===== config.mk =====
export PLATFORM = sky130hd
export DESIGN_NAME = data_format_in
export DESIGN_NICKNAME = d
export VERILOG_FILES = /design/src/rtl/data_format_in_pkg.sv /design/src/rtl/data_format_in_buf.sv /design/src/rtl/data_format_in.sv
export SDC_FILE = /design/constraint.sdc
export NUM_CORES = 1
export LEC_CHECK = 0
export BUFFER_PORTS_ARGS = -buffer_cell sky130_fd_sc_hd__buf_2
export CELL_PAD_IN_SITES_DETAIL_PLACEMENT = 0
export CELL_PAD_IN_SITES_GLOBAL_PLACEMENT = 1
export CORE_ASPECT_RATIO = 0.8
export CORE_MARGIN = 5
export CORE_UTILIZATION = 45
export DETAILED_ROUTE_END_ITERATION = 8
export MAX_ROUTING_LAYER = met4
export PLACE_DENSITY = 0.86
export SETUP_SLACK_MARGIN = 0.5
export SLEW_MARGIN = 5
export SYNTH_ARGS = -nofsm -noshare
export SYNTH_HDL_FRONTEND = slang
export SYNTH_SLANG_ARGS = --single-unit
export TNS_END_PERCENT = 20

===== constraint.sdc =====
create_clock -name clk -period 7.6 [get_ports clk]
set_input_delay 0.38 -clock clk [delete_from_list [all_inputs] [get_ports clk]]
set_output_delay 0.38 -clock clk [all_outputs]
set_load 0.03 [all_outputs]

===== src/rtl/data_format_in_pkg.sv =====
// data_format_in_pkg
//   Shared definitions for the write-side width up-converter:
//   lane-count derivation, counter width, clog2 helper and the
//   occupancy encoding of the 2-entry output buffer.
package data_format_in_pkg;

    typedef enum logic [1:0] {
        BUF_EMPTY = 2'd0,
        BUF_ONE   = 2'd1,
        BUF_TWO   = 2'd2
    } buf_state_t;

    function automatic int clog2(input int unsigned value);
        int res;
        res = 0;
        for (int unsigned v = 1; v < value; v = v << 1) begin
            res = res + 1;
        end
        return res;
    endfunction

    // Number of narrow lanes packed into one wide word.
    function automatic int div_of(input int do_width, input int di_width);
        return do_width / di_width;
    endfunction

    // Lane counter width, never narrower than one bit.
    function automatic int cnt_width(input int div);
        return (clog2(div) < 1) ? 1 : clog2(div);
    endfunction

endpackage


===== src/rtl/data_format_in_buf.sv =====
// data_format_in_buf
//   2-entry valid/ready FIFO holding closed wide words. The head entry is a
//   register that drives the output directly, so it stays stable on stall.
// Ports
//   clk, reset    : clock, asynchronous active-high reset
//   i_push/i_data : write side; caller pushes only when o_can_push
//   o_can_push    : room for a push this cycle (includes same-edge pop)
//   o_data/o_vd   : head entry and its valid flag
//   i_rdy         : downstream ready, pop when o_vd & i_rdy
module data_format_in_buf
    import data_format_in_pkg::*;
#(
    parameter int W = 67
) (
    input  logic         clk,
    input  logic         reset,
    input  logic         i_push,
    input  logic [W-1:0] i_data,
    output logic         o_can_push,
    output logic [W-1:0] o_data,
    output logic         o_vd,
    input  logic         i_rdy
);

    buf_state_t   r_state;
    buf_state_t   w_next;
    logic [W-1:0] r_head;
    logic [W-1:0] r_tail;
    logic         w_pop;

    always_ff @(posedge clk or posedge reset) begin
        if (reset) begin
            r_state <= BUF_EMPTY;
        end else begin
            r_state <= w_next;
        end
    end

    always_comb begin
        w_pop      = (r_state != BUF_EMPTY) && i_rdy;
        w_next     = r_state;
        o_vd       = (r_state != BUF_EMPTY);
        o_can_push = (r_state != BUF_TWO) || w_pop;
        case (r_state)
            BUF_EMPTY: if (i_push) w_next = BUF_ONE;
            BUF_ONE: begin
                if (i_push && !w_pop)      w_next = BUF_TWO;
                else if (!i_push && w_pop) w_next = BUF_EMPTY;
            end
            BUF_TWO:   if (w_pop && !i_push) w_next = BUF_ONE;
            default:   w_next = BUF_EMPTY;
        endcase
    end

    // Push into ONE with a pop goes straight to the head; in TWO the tail
    // shifts forward and the new word takes its place.
    always_ff @(posedge clk or posedge reset) begin
        if (reset) begin
            r_head <= '0;
            r_tail <= '0;
        end else begin
            case (r_state)
                BUF_EMPTY: if (i_push) r_head <= i_data;
                BUF_ONE: begin
                    if (i_push && w_pop) r_head <= i_data;
                    else if (i_push)     r_tail <= i_data;
                end
                BUF_TWO: begin
                    if (w_pop) begin
                        r_head <= r_tail;
                        if (i_push) r_tail <= i_data;
                    end
                end
                default: ;
            endcase
        end
    end

    assign o_data = r_head;

endmodule


===== src/rtl/data_format_in.sv =====
// data_format_in
//   Write-side width up-converter: packs DIV narrow words into one wide word,
//   flushing early on din_last with a per-lane keep mask. Closed words pass
//   through a 2-entry buffer to a valid/ready output stream.
// Ports
//   clk, reset         : clock, asynchronous active-high reset
//   data_in/din_vd     : narrow input word and valid
//   din_last           : last word of burst, closes a partial wide word
//   din_rdy            : input accepted when din_vd & din_rdy
//   data_out/dout_keep : packed wide word and lane-valid mask
//   dout_last          : wide word was closed by din_last
//   dout_vd/dout_rdy   : output handshake
module data_format_in
    import data_format_in_pkg::*;
#(
    parameter int DI_WIDTH  = 32,
    parameter int DO_WIDTH  = 64,
    parameter bit LSB_FIRST = 1'b1
) (
    input  logic                                    clk,
    input  logic                                    reset,
    input  logic [DI_WIDTH-1:0]                     data_in,
    input  logic                                    din_vd,
    input  logic                                    din_last,
    output logic                                    din_rdy,
    output logic [DO_WIDTH-1:0]                     data_out,
    output logic [div_of(DO_WIDTH, DI_WIDTH)-1:0]   dout_keep,
    output logic                                    dout_last,
    output logic                                    dout_vd,
    input  logic                                    dout_rdy
);

    localparam int DIV   = div_of(DO_WIDTH, DI_WIDTH);
    localparam int CNT_W = cnt_width(DIV);
    localparam int BW    = DO_WIDTH + DIV + 1;

    logic                r_run;
    logic [CNT_W-1:0]    r_cnt;
    logic [DO_WIDTH-1:0] r_acc;
    logic [DIV-1:0]      r_keep;

    logic [CNT_W-1:0]    w_lane;
    logic [DO_WIDTH-1:0] w_acc_nxt;
    logic [DIV-1:0]      w_keep_nxt;
    logic                w_beat;
    logic                w_close;
    logic                w_can_push;
    logic [BW-1:0]       w_buf_q;

    // Held low through reset and until the first edge after release.
    assign din_rdy = r_run && w_can_push;
    assign w_beat  = din_vd && din_rdy;
    assign w_close = (r_cnt == CNT_W'(DIV - 1)) || din_last;
    assign w_lane  = LSB_FIRST ? r_cnt : (CNT_W'(DIV - 1) - r_cnt);

    // Accumulator with the incoming word merged into its lane.
    always_comb begin
        w_acc_nxt  = r_acc;
        w_keep_nxt = r_keep;
        for (int unsigned i = 0; i < DIV; i++) begin
            if (CNT_W'(i) == w_lane) begin
                w_acc_nxt[i*DI_WIDTH +: DI_WIDTH] = data_in;
                w_keep_nxt[i]                     = 1'b1;
            end
        end
    end

    always_ff @(posedge clk or posedge reset) begin
        if (reset) begin
            r_run  <= 1'b0;
            r_cnt  <= '0;
            r_acc  <= '0;
            r_keep <= '0;
        end else begin
            r_run <= 1'b1;
            if (w_beat) begin
                if (w_close) begin
                    r_cnt  <= '0;
                    r_acc  <= '0;
                    r_keep <= '0;
                end else begin
                    r_cnt  <= r_cnt + CNT_W'(1);
                    r_acc  <= w_acc_nxt;
                    r_keep <= w_keep_nxt;
                end
            end
        end
    end

    data_format_in_buf #(
        .W(BW)
    ) u_buf (
        .clk        (clk),
        .reset      (reset),
        .i_push     (w_beat && w_close),
        .i_data     ({w_acc_nxt, w_keep_nxt, din_last}),
        .o_can_push (w_can_push),
        .o_data     (w_buf_q),
        .o_vd       (dout_vd),
        .i_rdy      (dout_rdy)
    );

    assign {data_out, dout_keep, dout_last} = w_buf_q;

endmodule


==> results of run 1 <==
## critical path, cell delays in order (launching register included)
cell,delay (ns)
sky130_fd_sc_hd__dfrtp_1,0.43
sky130_fd_sc_hd__inv_1,0.15
sky130_fd_sc_hd__ha_4,0.58
sky130_fd_sc_hd__inv_1,0.22
sky130_fd_sc_hd__o2111ai_4,0.49
sky130_fd_sc_hd__buf_4,0.86
sky130_fd_sc_hd__mux2_2,0.41
## layer usage
metal	GRT usage (%)	vias to the layer above	share of wire (%)
met3	2.500	29	3.9
met5	-	-	0
li1	-	2927	-
met4	3.695	0	2.2
met1	24.01	2791	50
met2	25.75	128	44
## Yosys cell counts (all sizes together)
cell type,count
o211a,1
clkbuf,30
nor2b,34
a211o,1
a21boi,1
nand3,1
o2111ai,1
buf,27
dfrtp,203
mux2i,64
nand3b,1
inv,5
mux2,70
o21ai,165
nand2b,3
o211ai,3
conb,1
xnor2,1
nor2,6
nor3,2
o31ai,2
nand2,196
a21oi,1
ha,5
## registers in the layout, indices dropped and copies added, names as in the netlist
signal,count
r_acc,64
r_cnt,1
r_keep,1
r_run,1
u_buf.o_data,67
u_buf.r_state,2
u_buf.r_tail,67
## final cells by class
| cell class | count | area share, % |
|---|---|---|
| clock buffer | 30 | 6.031 |
| clock inverter | 6 | 0.3534 |
| inverter | 5 | 0.2559 |
| multi-input combinational | 559 | 35.08 |
| sequential | 203 | 49.51 |
| tap | 264 | 3.217 |
| timing repair buffer | 111 | 5.556 |
## worst max-delay path by stage
| stage | from | end | slack (ns) | cells past startpoint |
|---|---|---|---|---|
| 6_report | u_buf.r_state[0]$_DFFE_PP0P_ | u_buf.r_tail[0]$_DFFE_PP0P_ | 4.29 | 6 |
| 5_1_grt | u_buf.r_state[0]$_DFFE_PP0P_ | u_buf.r_tail[0]$_DFFE_PP0P_ | 3.98 | 6 |
| 4_1_cts | u_buf.r_state[0]$_DFFE_PP0P_ | u_buf.r_tail[0]$_DFFE_PP0P_ | 4.26 | 6 |
| 3_5_place_dp | u_buf.r_state[0]$_DFFE_PP0P_ | u_buf.r_tail[0]$_DFFE_PP0P_ | 4.26 | 6 |
| 3_3_place_gp | u_buf.r_state[0]$_DFFE_PP0P_ | u_buf.r_tail[0]$_DFFE_PP0P_ | 4.34 | 6 |
| 2_1_floorplan | reset | r_acc[0]$_DFFE_PP0N_ | 1.68 | 1 |
## kinds of logic (layout without fill, tap and decap cells)
| kind of cell | count (synthesis) | after routing |
|---|---|---|
| mux | 134 | 134 |
| simple gates | 243 | 243 |
| flops | 203 | 203 |
| xor+xnor | 1 | 1 |
| buf+inv | 62 | 152 |
| compound gates | 175 | 175 |
| fa+ha+maj | 5 | 5 |
| other cells | 1 | 1 |
## per-stage QoR
step           setup slack (ns)  util (%)  hold slack (ns)
2_1_floorplan             1.681         -           0.4247
3_3_place_gp              4.338     48.98           0.4410
3_5_place_dp              4.260     48.98           0.4436
4_1_cts                   4.261     52.32          0.09390
5_1_grt                   3.982     52.32           0.1318
6_report                  4.287     52.32          0.03743
## power by group
part           switching, mW  internal [mW]
clock network          0.409          0.565
registers              0.213           1.43
logic                  0.947          0.673
total                   1.57           2.67
==> implementation parameters, run 1 <==
Parameter                              Value

Outcome
  Result of the run    completed

Job
  Number of max-capacitance violations reported    0

Final layout
  Antenna diode count    0
  Area of all placed cells without fillers    0.01027 mm²
  Non-filler cells, final    1178
  Layout net count    943
  Filler Cells Inserted    1747
  Layout Area Growth over Synthesis    15.20%
  Reg area    0.005084 mm²
  Fraction of layout instances using a drive strength above 1    24.40%
  Total area of multi-input combinational cells    0.003602 mm²
  Most frequent standard cell in the layout excluding fill and tap cells    sky130_fd_sc_hd__dfrtp_1
  Leading cell types in the layout, fill and taps excluded    sky130_fd_sc_hd__dfrtp_1, sky130_fd_sc_hd__nand2_1, sky130_fd_sc_hd__o21ai_0

STA
  RSZ-0062 raised after global routing    false
  Endpoints failing setup    0
  Final slew viol count    0
  Worst-Margin Slew    1.047 ns
  Shortest period the worst path allows    3.313 ns
  Share of the clock period used by the worst path after layout    43.59%
  Highest Clock Rate    0.3018 GHz
  Clk_skew    0.005103 ns
  Relative slew slack    30.21%
  Final number of hold-violating endpoints    0
  Setup total negative slack    0 ns

Clock tree
  CTS tree    built
  PostCTS Resize Cnt    0
  Post CTS Setup Buffer Count    0
  Root buffer cell    sky130_fd_sc_hd__clkbuf_16
  Hold-fix buffers at CTS    0
  Clock input transition at the sequential cells of the worst setup and hold paths    0.06 ns
  Total clock buffers created by CTS    21
  Maximum count of clock buffers along a single path    3
  Clock sink count    203
  Worst-Skew Late Latency    0.49 ns
  H-Tree Depth    1

Power and ir drop
  Max IR drop VDD    0.2281 mV
  Ratio of total power to cell area    412.8 mW/mm²
  PnR Total Power    4.239 mW
  Static leakage    4.948 nW

Critical path
  Cells on worst reg2reg path    6
  Critical path peak fanout    112
  R2R Path Start    u_buf.r_state[0]$_DFFE_PP0P_
  Data arrival, critical path    3.69 ns
  Worst setup slack for register-to-register paths    4.29 ns
  Nature of the critical path startpoint    flop
  CP required    7.98 ns
  Type of destination of the critical path    flop
  Worst r2r dst    u_buf.r_tail[0]$_DFFE_PP0P_
  Critical setup path kind    flop to flop

Routing
  Detailed-route via count    5875
  Sum of routed wire length over all layers    18.60 mm
  Detailed router's first-iteration violation count    425
  Initial DRT Pass Iterations    4
  Post-DRT Antenna Nets    0
  Routed WL per cell    15.79 µm
  Vias per inst    4.987
  Post-route DRC violation count    0

Logic synthesis
  Leading post-synthesis cells by cell area    sky130_fd_sc_hd__dfrtp_1, sky130_fd_sc_hd__o21ai_0, sky130_fd_sc_hd__nand2_1
  Cell type contributing the most total cell area after synthesis    sky130_fd_sc_hd__dfrtp_1
  Flip-flop and latch count after synthesis    203
  Instance count of the mapped netlist    824
  Adder and majority gate portion of the synthesized area    0.7019%
  Multiplexer area fraction after synthesis    17.29%
  Warnings from Yosys    0
  Cell area after technology mapping    0.008914 mm²
  Simple-gate area share of the yosys netlist    11.44%
  Mapped Nets    866
  Mean cell area of the mapped netlist    10.82 µm²
  Netlist cell types    30
  Seq/Total Area, Yosys    56.99%
  Largest family of logic cells by synthesized area    multiplexers
  Area share of the leading cell type in the synthesized netlist    56.99%
  Post-synthesis share of cell area spent on xor and xnor gates    0.09826%
  Area fraction in compound gates after synthesis    10.19%

Placement
  Number of placed cells counting well taps    1142
  RD Place Congestion    0.7748
  Buffers added on ports    105
  Placed cell areas    0.009613 mm²
  Half-perimeter wire length after placement    11.18 mm

Die
  Overall die height    135.9 µm
  DIE AREA    0.02274 mm²
  Die outline width    167.4 µm
  Core outline area    0.01963 mm²
  Site Rows    46
  Top Ports    106
  Starting Density    45.42%

Global routing
  First-pass GRT wire length    30.70 mm
  Number of global-route vias before repair    5897
  Largest net degree at the start of global routing    124
  Remaining global-route overflow    0
  Global Route Usage Sum    16.78%
  Number of antenna violations at the first check in global routing    0

Worst hold path
  Hold WC Path Type    primary input to asynchronous set/reset pin
Power figures use the tool's default switching activity.
==> run 2, diff against run 1 <==
- CORE_UTILIZATION: 45 -> 42
- PLACE_DENSITY: 0.86 -> 0.84
- clock period: 7.6 -> 3 ns (I/O delays scaled with it)
==> implementation parameters, run 2 (same netlist as run 1, synthesis figures left out) <==
Parameter                              Value

Routing
  Vias per inst    4.936 (was 4.987)
  Post-DRT Antenna Nets    0 (unchanged)
  Routed WL per cell    15.63 µm (was 15.79 µm)
  Sum of routed wire length over all layers    19.20 mm (was 18.60 mm)
  Post-route DRC violation count    0 (unchanged)
  Detailed-route via count    6062 (was 5875)
  Initial DRT Pass Iterations    4 (unchanged)
  Detailed router's first-iteration violation count    336 (was 425)

STA
  Share of the clock period used by the worst path after layout    75.33% (was 43.59%)
  Endpoints failing setup    0 (unchanged)
  Relative slew slack    57.73% (was 30.21%)
  Clk_skew    0.01544 ns (was 0.005103 ns)
  Shortest period the worst path allows    2.260 ns (was 3.313 ns)
  Worst-Margin Slew    0.6340 ns (was 1.047 ns)
  Highest Clock Rate    0.4425 GHz (was 0.3018 GHz)
  RSZ-0062 raised after global routing    false (unchanged)
  Setup total negative slack    0 ns (unchanged)
  Final slew viol count    0 (unchanged)
  Final number of hold-violating endpoints    0 (unchanged)

Clock tree
  Worst-Skew Late Latency    0.50 ns (was 0.49 ns)
  Total clock buffers created by CTS    22 (was 21)
  Root buffer cell    sky130_fd_sc_hd__clkbuf_16 (unchanged)
  Maximum count of clock buffers along a single path    3 (unchanged)
  H-Tree Depth    1 (unchanged)
  Clock input transition at the sequential cells of the worst setup and hold paths    0.06 ns (about the same)
  Clock sink count    203 (unchanged)
  CTS tree    built (unchanged)

Final layout
  Layout net count    986 (was 943)
  Non-filler cells, final    1228 (was 1178)
  Antenna diode count    0 (unchanged)
  Layout Area Growth over Synthesis    21.63% (was 15.20%)
  Area of all placed cells without fillers    0.01084 mm² (was 0.01027 mm²)
  Leading cell types in the layout, fill and taps excluded    sky130_fd_sc_hd__dfrtp_1, sky130_fd_sc_hd__nand2_1, sky130_fd_sc_hd__o21ai_0 (unchanged)
  Most frequent standard cell in the layout excluding fill and tap cells    sky130_fd_sc_hd__dfrtp_1 (unchanged)
  Fraction of layout instances using a drive strength above 1    24.61% (was 24.40%)
  Filler Cells Inserted    1852 (was 1747)

Worst hold path
  Hold WC Path Type    primary input to flop (was primary input to asynchronous set/reset pin)

Critical path
  Nature of the critical path startpoint    flop (unchanged)
  Cells along the critical path    inv_1 -> ha_1 -> nand3b_1 -> o2111ai_4 -> buf_4 -> mux2_2 (was inv_1 -> ha_4 -> inv_1 -> o2111ai_4 -> buf_4 -> mux2_2)
  Type of destination of the critical path    flop (unchanged)
  Longest individual stage delay on the worst path    0.52 ns (was 0.86 ns)
  Slowest cell on crit path    sky130_fd_sc_hd__buf_4 (unchanged)
  Crit path buf inv count    2 (was 3)
  Data arrival, critical path    2.64 ns (was 3.69 ns)
  Cell class contributing the biggest share of worst-path delay    buffers and inverters (unchanged)
  Critical path peak fanout    68 (was 112)
  Critical setup path kind    flop to flop (unchanged)
  CP required    3.38 ns (was 7.98 ns)

Power and ir drop
  Net switching power    4.026 mW (was 1.569 mW)
  Cell internal pwr    7.139 mW (was 2.670 mW)
  Switching part of the total power    36.06% (was 37.01%)
  Static leakage    5.203 nW (was 4.948 nW)
  Clock share of power    24.9% (was 23.0%)
  Max IR drop VDD    0.6345 mV (was 0.2281 mV)
  Sequential Power Share    37.1% (was 38.8%)
  Share of total power in combinational logic    38.0% (was 38.2%)
  Ratio of total power to cell area    1030 mW/mm² (was 412.8 mW/mm²)

Placement
  Number of placed cells counting well taps    1155 (was 1142)
  Buffers added on ports    105 (unchanged)
  Half-perimeter wire length after placement    12.09 mm (was 11.18 mm)
  RD Place Congestion    0.7479 (was 0.7748)
  Placed cell areas    0.009738 mm² (was 0.009613 mm²)

Global routing
  First-pass GRT wire length    32.36 mm (was 30.70 mm)
  Global Route Usage Sum    16.20% (was 16.78%)
  Remaining global-route overflow    0 (unchanged)
  Number of antenna violations at the first check in global routing    0 (unchanged)
  Largest net degree at the start of global routing    86 (was 124)
  Number of global-route vias before repair    6117 (was 5897)

Die
  Site Rows    47 (was 46)
  Starting Density    42.94% (was 45.42%)
  DIE AREA    0.02425 mm² (was 0.02274 mm²)
  Core outline area    0.02076 mm² (was 0.01963 mm²)
  Top Ports    106 (unchanged)
  Die outline width    172.9 µm (was 167.4 µm)
  Overall die height    140.3 µm (was 135.9 µm)

Job
  Number of max-capacitance violations reported    0 (unchanged)

Outcome
  Result of the run    completed (unchanged)
## run 2: cell types whose count changed in the layout (fill, tap and decap cells not counted), sizes merged
cell         previous run  this run
inv                     6         4
clkinvlp                1         2
clkinv                  4         6
dlygate4sd3             0        34
buf                   111       119
bufinv                  0         2
## run 2: power by group through the flow
stage / Sequential (mW) / Combinational [mW] / Clock [mW]
final: 4.14 / 4.24 / 2.79
after global routing: 4.26 / 4.66 / 2.98
after CTS: 4.15 / 4.31 / 2.85
after detailed placement: 4.19 / 4.27 / 0
after global placement: 4.15 / 4.18 / 0
after floorplan: 4.72 / 2.64 / 0
## run 2: worst paths after layout
path                                                 to  slack [ns]  depth (start not counted)                    startpoint
setup / recovery            u_buf.r_tail[0]$_DFFE_PP0P_        0.74                          6  u_buf.r_state[0]$_DFFE_PP0P_
hold / removal             u_buf.r_state[0]$_DFFE_PP0P_        0.07                          3                      dout_rdy
setup reg to reg            u_buf.r_tail[0]$_DFFE_PP0P_        0.74                          6  u_buf.r_state[0]$_DFFE_PP0P_
hold reg to reg                   r_acc[31]$_DFFE_PP0N_        0.48                          2         r_acc[31]$_DFFE_PP0N_
max in group asynchronous         r_acc[48]$_DFFE_PP0N_        1.92                          4                         reset
min in group asynchronous  u_buf.o_data[62]$_DFFE_PP0P_        0.16                          3                         reset
## run 2: what timing repair did
item,4_1_cts,5_1_grt
buffers inserted,0,0
resized for setup,0,1
hold endpoints to repair,105,0
setup endpoints to repair,0,1
hold buffers,34,0
## run 2: worst register-to-register path, delay by kind of cell, from the launching register on
family / cells / cell delay (ns)
compound gates: 1 / 0.11
fa+ha+maj: 1 / 0.31
buf+inv: 2 / 0.65
flops: 1 / 0.43
mux: 1 / 0.40
simple gates: 1 / 0.23
## run 2: per-layer routing
layer  routed length (µm)  global-route usage [%]  vias up
li1                     -                       -     3026
met1                 9465                   23.46     2884
met2                 8447                   24.04      126
met3                  973                   3.341       26
met4                  312                   2.978        0
met5                    0                       -        -
## run 2: layout make-up
type | instances | area, µm² | share of cell area (%)
multi-input cells | 559 | 3602 | 33.23
flip-flops and latches | 203 | 5084 | 46.89
repair buffers | 153 | 1037 | 9.567
well taps | 269 | 336.6 | 3.104
clock buffers | 30 | 661.9 | 6.105
inverters | 5 | 22.52 | 0.2077
clock inverters | 9 | 97.59 | 0.9002
## run 2: stage by stage
| step | hold WS (ns) | util (%) | setup WS [ns] | total power, mW |
|---|---|---|---|---|
| global placement | 0.1257 | 46.91 | 0.7852 | 8.331 |
| global route | 0.08751 | 52.23 | 0.5530 | 11.91 |
| floorplan | 0.2860 | - | 0.2197 | 7.363 |
| detailed placement | 0.1284 | 46.91 | 0.7270 | 8.453 |
| CTS | 0.06160 | 52.21 | 0.5349 | 11.32 |
| finish | 0.06944 | 52.23 | 0.7400 | 11.17 |
==> run 3, diff against run 2 <==
- clock period: 3 -> 1.9 ns (I/O delays scaled with it)
==> implementation parameters, run 3 (same netlist as run 1, synthesis figures left out) <==
Parameter                              Value

Worst hold path
  Hold WC Path Type    primary input to flop (unchanged)

STA
  Final number of hold-violating endpoints    0 (unchanged)
  Min setup slack post-route    -0.07485 ns (was 0.7400 ns)
  Endpoints failing setup    67 (was 0)
  Relative slew slack    64.41% (was 57.73%)
  Setup total negative slack    -2.777 ns (was 0 ns)
  Clk_skew    0.01260 ns (was 0.01544 ns)
  RSZ-0062 raised after global routing    true (was false)
  Worst-Margin Slew    0.5328 ns (was 0.6340 ns)
  Highest Clock Rate    0.5064 GHz (was 0.4425 GHz)
  Shortest period the worst path allows    1.975 ns (was 2.260 ns)
  Final slew viol count    0 (unchanged)
  Share of the clock period used by the worst path after layout    103.9% (was 75.33%)

Critical path
  Nature of the critical path startpoint    flop (unchanged)
  Type of destination of the critical path    flop (unchanged)
  Data arrival, critical path    2.35 ns (was 2.64 ns)
  Critical setup path kind    flop to flop (unchanged)
  Critical path peak fanout    5 (was 68)
  CP required    2.27 ns (was 3.38 ns)

Final layout
  Layout net count    1022 (was 986)
  Most frequent standard cell in the layout excluding fill and tap cells    sky130_fd_sc_hd__dfrtp_1 (unchanged)
  Leading cell types in the layout, fill and taps excluded    sky130_fd_sc_hd__dfrtp_1, sky130_fd_sc_hd__nand2_1, sky130_fd_sc_hd__o21ai_0 (unchanged)
  Area of all placed cells without fillers    0.01155 mm² (was 0.01084 mm²)
  Fraction of layout instances using a drive strength above 1    28.07% (was 24.61%)
  Layout Area Growth over Synthesis    29.58% (was 21.63%)
  Antenna diode count    0 (unchanged)
  Filler Cells Inserted    1731 (was 1852)

Placement
  Half-perimeter wire length after placement    12.75 mm (was 12.09 mm)
  Buffers added on ports    105 (unchanged)
  RD Place Congestion    0.7907 (was 0.7479)
  Placed cell areas    0.01004 mm² (was 0.009738 mm²)

Power and ir drop
  Switching part of the total power    35.48% (was 36.06%)
  Cell internal pwr    12.52 mW (was 7.139 mW)
  Net switching power    6.885 mW (was 4.026 mW)
  Clock share of power    23.8% (was 24.9%)
  Max IR drop VDD    1.029 mV (was 0.6345 mV)
  Share of total power in combinational logic    42.8% (was 38.0%)
  PnR Total Power    19.40 mW (was 11.17 mW)
  Sequential Power Share    33.5% (was 37.1%)
  Ratio of total power to cell area    1680 mW/mm² (was 1030 mW/mm²)
  Static leakage    5.531 nW (was 5.203 nW)

Global routing
  Global Route Usage Sum    17.81% (was 16.20%)
  Remaining global-route overflow    0 (unchanged)
  Largest net degree at the start of global routing    55 (was 86)
  First-pass GRT wire length    35.19 mm (was 32.36 mm)
  Number of global-route vias before repair    6413 (was 6117)
  Number of antenna violations at the first check in global routing    0 (unchanged)

Die
  Site Rows    47 (unchanged)
  Top Ports    106 (unchanged)
  Die outline width    172.9 µm (unchanged)
  DIE AREA    0.02425 mm² (unchanged)
  Core outline area    0.02076 mm² (unchanged)
  Starting Density    42.94% (unchanged)
  Overall die height    140.3 µm (unchanged)

Routing
  Post-route DRC violation count    0 (unchanged)
  Vias per inst    5.036 (was 4.936)
  Detailed router's first-iteration violation count    380 (was 336)
  Routed WL per cell    17.00 µm (was 15.63 µm)
  Sum of routed wire length over all layers    21.47 mm (was 19.20 mm)
  Detailed-route via count    6360 (was 6062)
  Post-DRT Antenna Nets    0 (unchanged)
  Initial DRT Pass Iterations    5 (was 4)

Clock tree
  Total clock buffers created by CTS    22 (unchanged)
  Clock input transition at the sequential cells of the worst setup and hold paths    0.06 ns (about the same)
  Maximum count of clock buffers along a single path    3 (unchanged)
  CTS tree    built (unchanged)
  Worst-Skew Late Latency    0.50 ns (about the same)
  Clock sink count    203 (unchanged)
  Root buffer cell    sky130_fd_sc_hd__clkbuf_16 (unchanged)
  H-Tree Depth    1 (unchanged)

Outcome
  Result of the run    finished, violations left (was completed)
  Violated checks    setup timing

Job
  Number of max-capacitance violations reported    0 (unchanged)
-- run 3: cell count changes in the layout (fill, tap and decap cells not counted), sizes merged --
cell    delta
buf       +31
clkbuf     +3
clkinv     -2
bufbuf     +1
bufinv     +2
-- run 3: cell type report --
class	instances	area [µm²]	area share (%)
Timing Repair Buffer	189	1659	14.36
Sequential cell	203	5084	44.01
Tap cell	269	336.6	2.914
Multi-Input combinational cell	559	3662	31.71
Clock buffer	29	638.1	5.525
Clock inverter	9	147.6	1.278
Inverter	5	22.52	0.1950
-- run 3: timing repair --
| item | 4_1_cts | 5_1_grt |
|---|---|---|
| hold buffers | 34 | 0 |
| pin swaps | 5 | 5 |
| setup endpoints to repair | 204 | 204 |
| resized for setup | 21 | 20 |
| hold endpoints to repair | 104 | 0 |
| gates cloned | 4 | 3 |
| buffers inserted | 6 | 1 |
-- run 3: layer usage --
layer  global-route usage [%]  vias up  share of wire (%)
li1                         -     3083                  -
met1                    26.03     3101                 50
met2                    26.84      151                 45
met3                    2.936       25                4.4
met4                    2.936        0                1.2
met5                        -        -                  0
-- run 3: critical path: stages (launching register included) --
cell and delay (ns):
sky130_fd_sc_hd__dfrtp_1 0.41, sky130_fd_sc_hd__buf_6 0.13, sky130_fd_sc_hd__ha_4 0.16, sky130_fd_sc_hd__nor2_1 0.11
sky130_fd_sc_hd__nor2_1 0.07, sky130_fd_sc_hd__a211o_4 0.36, sky130_fd_sc_hd__buf_8 0.16, sky130_fd_sc_hd__clkbuf_16 0.16
sky130_fd_sc_hd__mux2_4 0.29
-- run 3: final timing paths --
| check | start | to | slack, ns | cells after the start |
|---|---|---|---|---|
| min in group asynchronous | reset | u_buf.r_tail[61]$_DFFE_PP0P_ | 0.19 | 3 |
| max in group asynchronous | reset | u_buf.o_data[43]$_DFFE_PP0P_ | 0.97 | 5 |
| setup reg to reg | u_buf.r_state[0]$_DFFE_PP0P_ | u_buf.o_data[8]$_DFFE_PP0P_ | -0.07 | 8 |
| hold reg to reg | u_buf.r_tail[1]$_DFFE_PP0P_ | u_buf.r_tail[1]$_DFFE_PP0P_ | 0.47 | 1 |
| hold / removal | dout_rdy | u_buf.r_state[0]$_DFFE_PP0P_ | 0.05 | 3 |
| setup / recovery | u_buf.r_state[0]$_DFFE_PP0P_ | u_buf.o_data[8]$_DFFE_PP0P_ | -0.07 | 8 |
-- run 3: stage by stage --
| step | instances | setup slack [ns] | util (%) | hold slack, ns |
|---|---|---|---|---|
| 2_1_floorplan | 824 | -0.8253 | - | 0.2310 |
| 3_3_place_gp | 1177 | -0.05735 | 48.37 | 0.1704 |
| 3_5_place_dp | 1177 | -0.09784 | 48.37 | 0.1693 |
| 4_1_cts | 1259 | -0.05194 | 55.04 | 0.02989 |
| 5_1_grt | 1263 | -0.1148 | 55.64 | 0.06289 |
| 6_report | 1263 | -0.07485 | 55.64 | 0.04583 |
-- run 3: power by group through the flow --
stage / combinational, mW / sequential [mW] / clock (mW)
detailed placement: 7.17 / 6.53 / 0
global placement: 7.02 / 6.49 / 0
global route: 8.93 / 6.66 / 4.88
floorplan: 4.17 / 7.46 / 0
finish: 8.30 / 6.49 / 4.61
CTS: 7.95 / 6.48 / 4.70
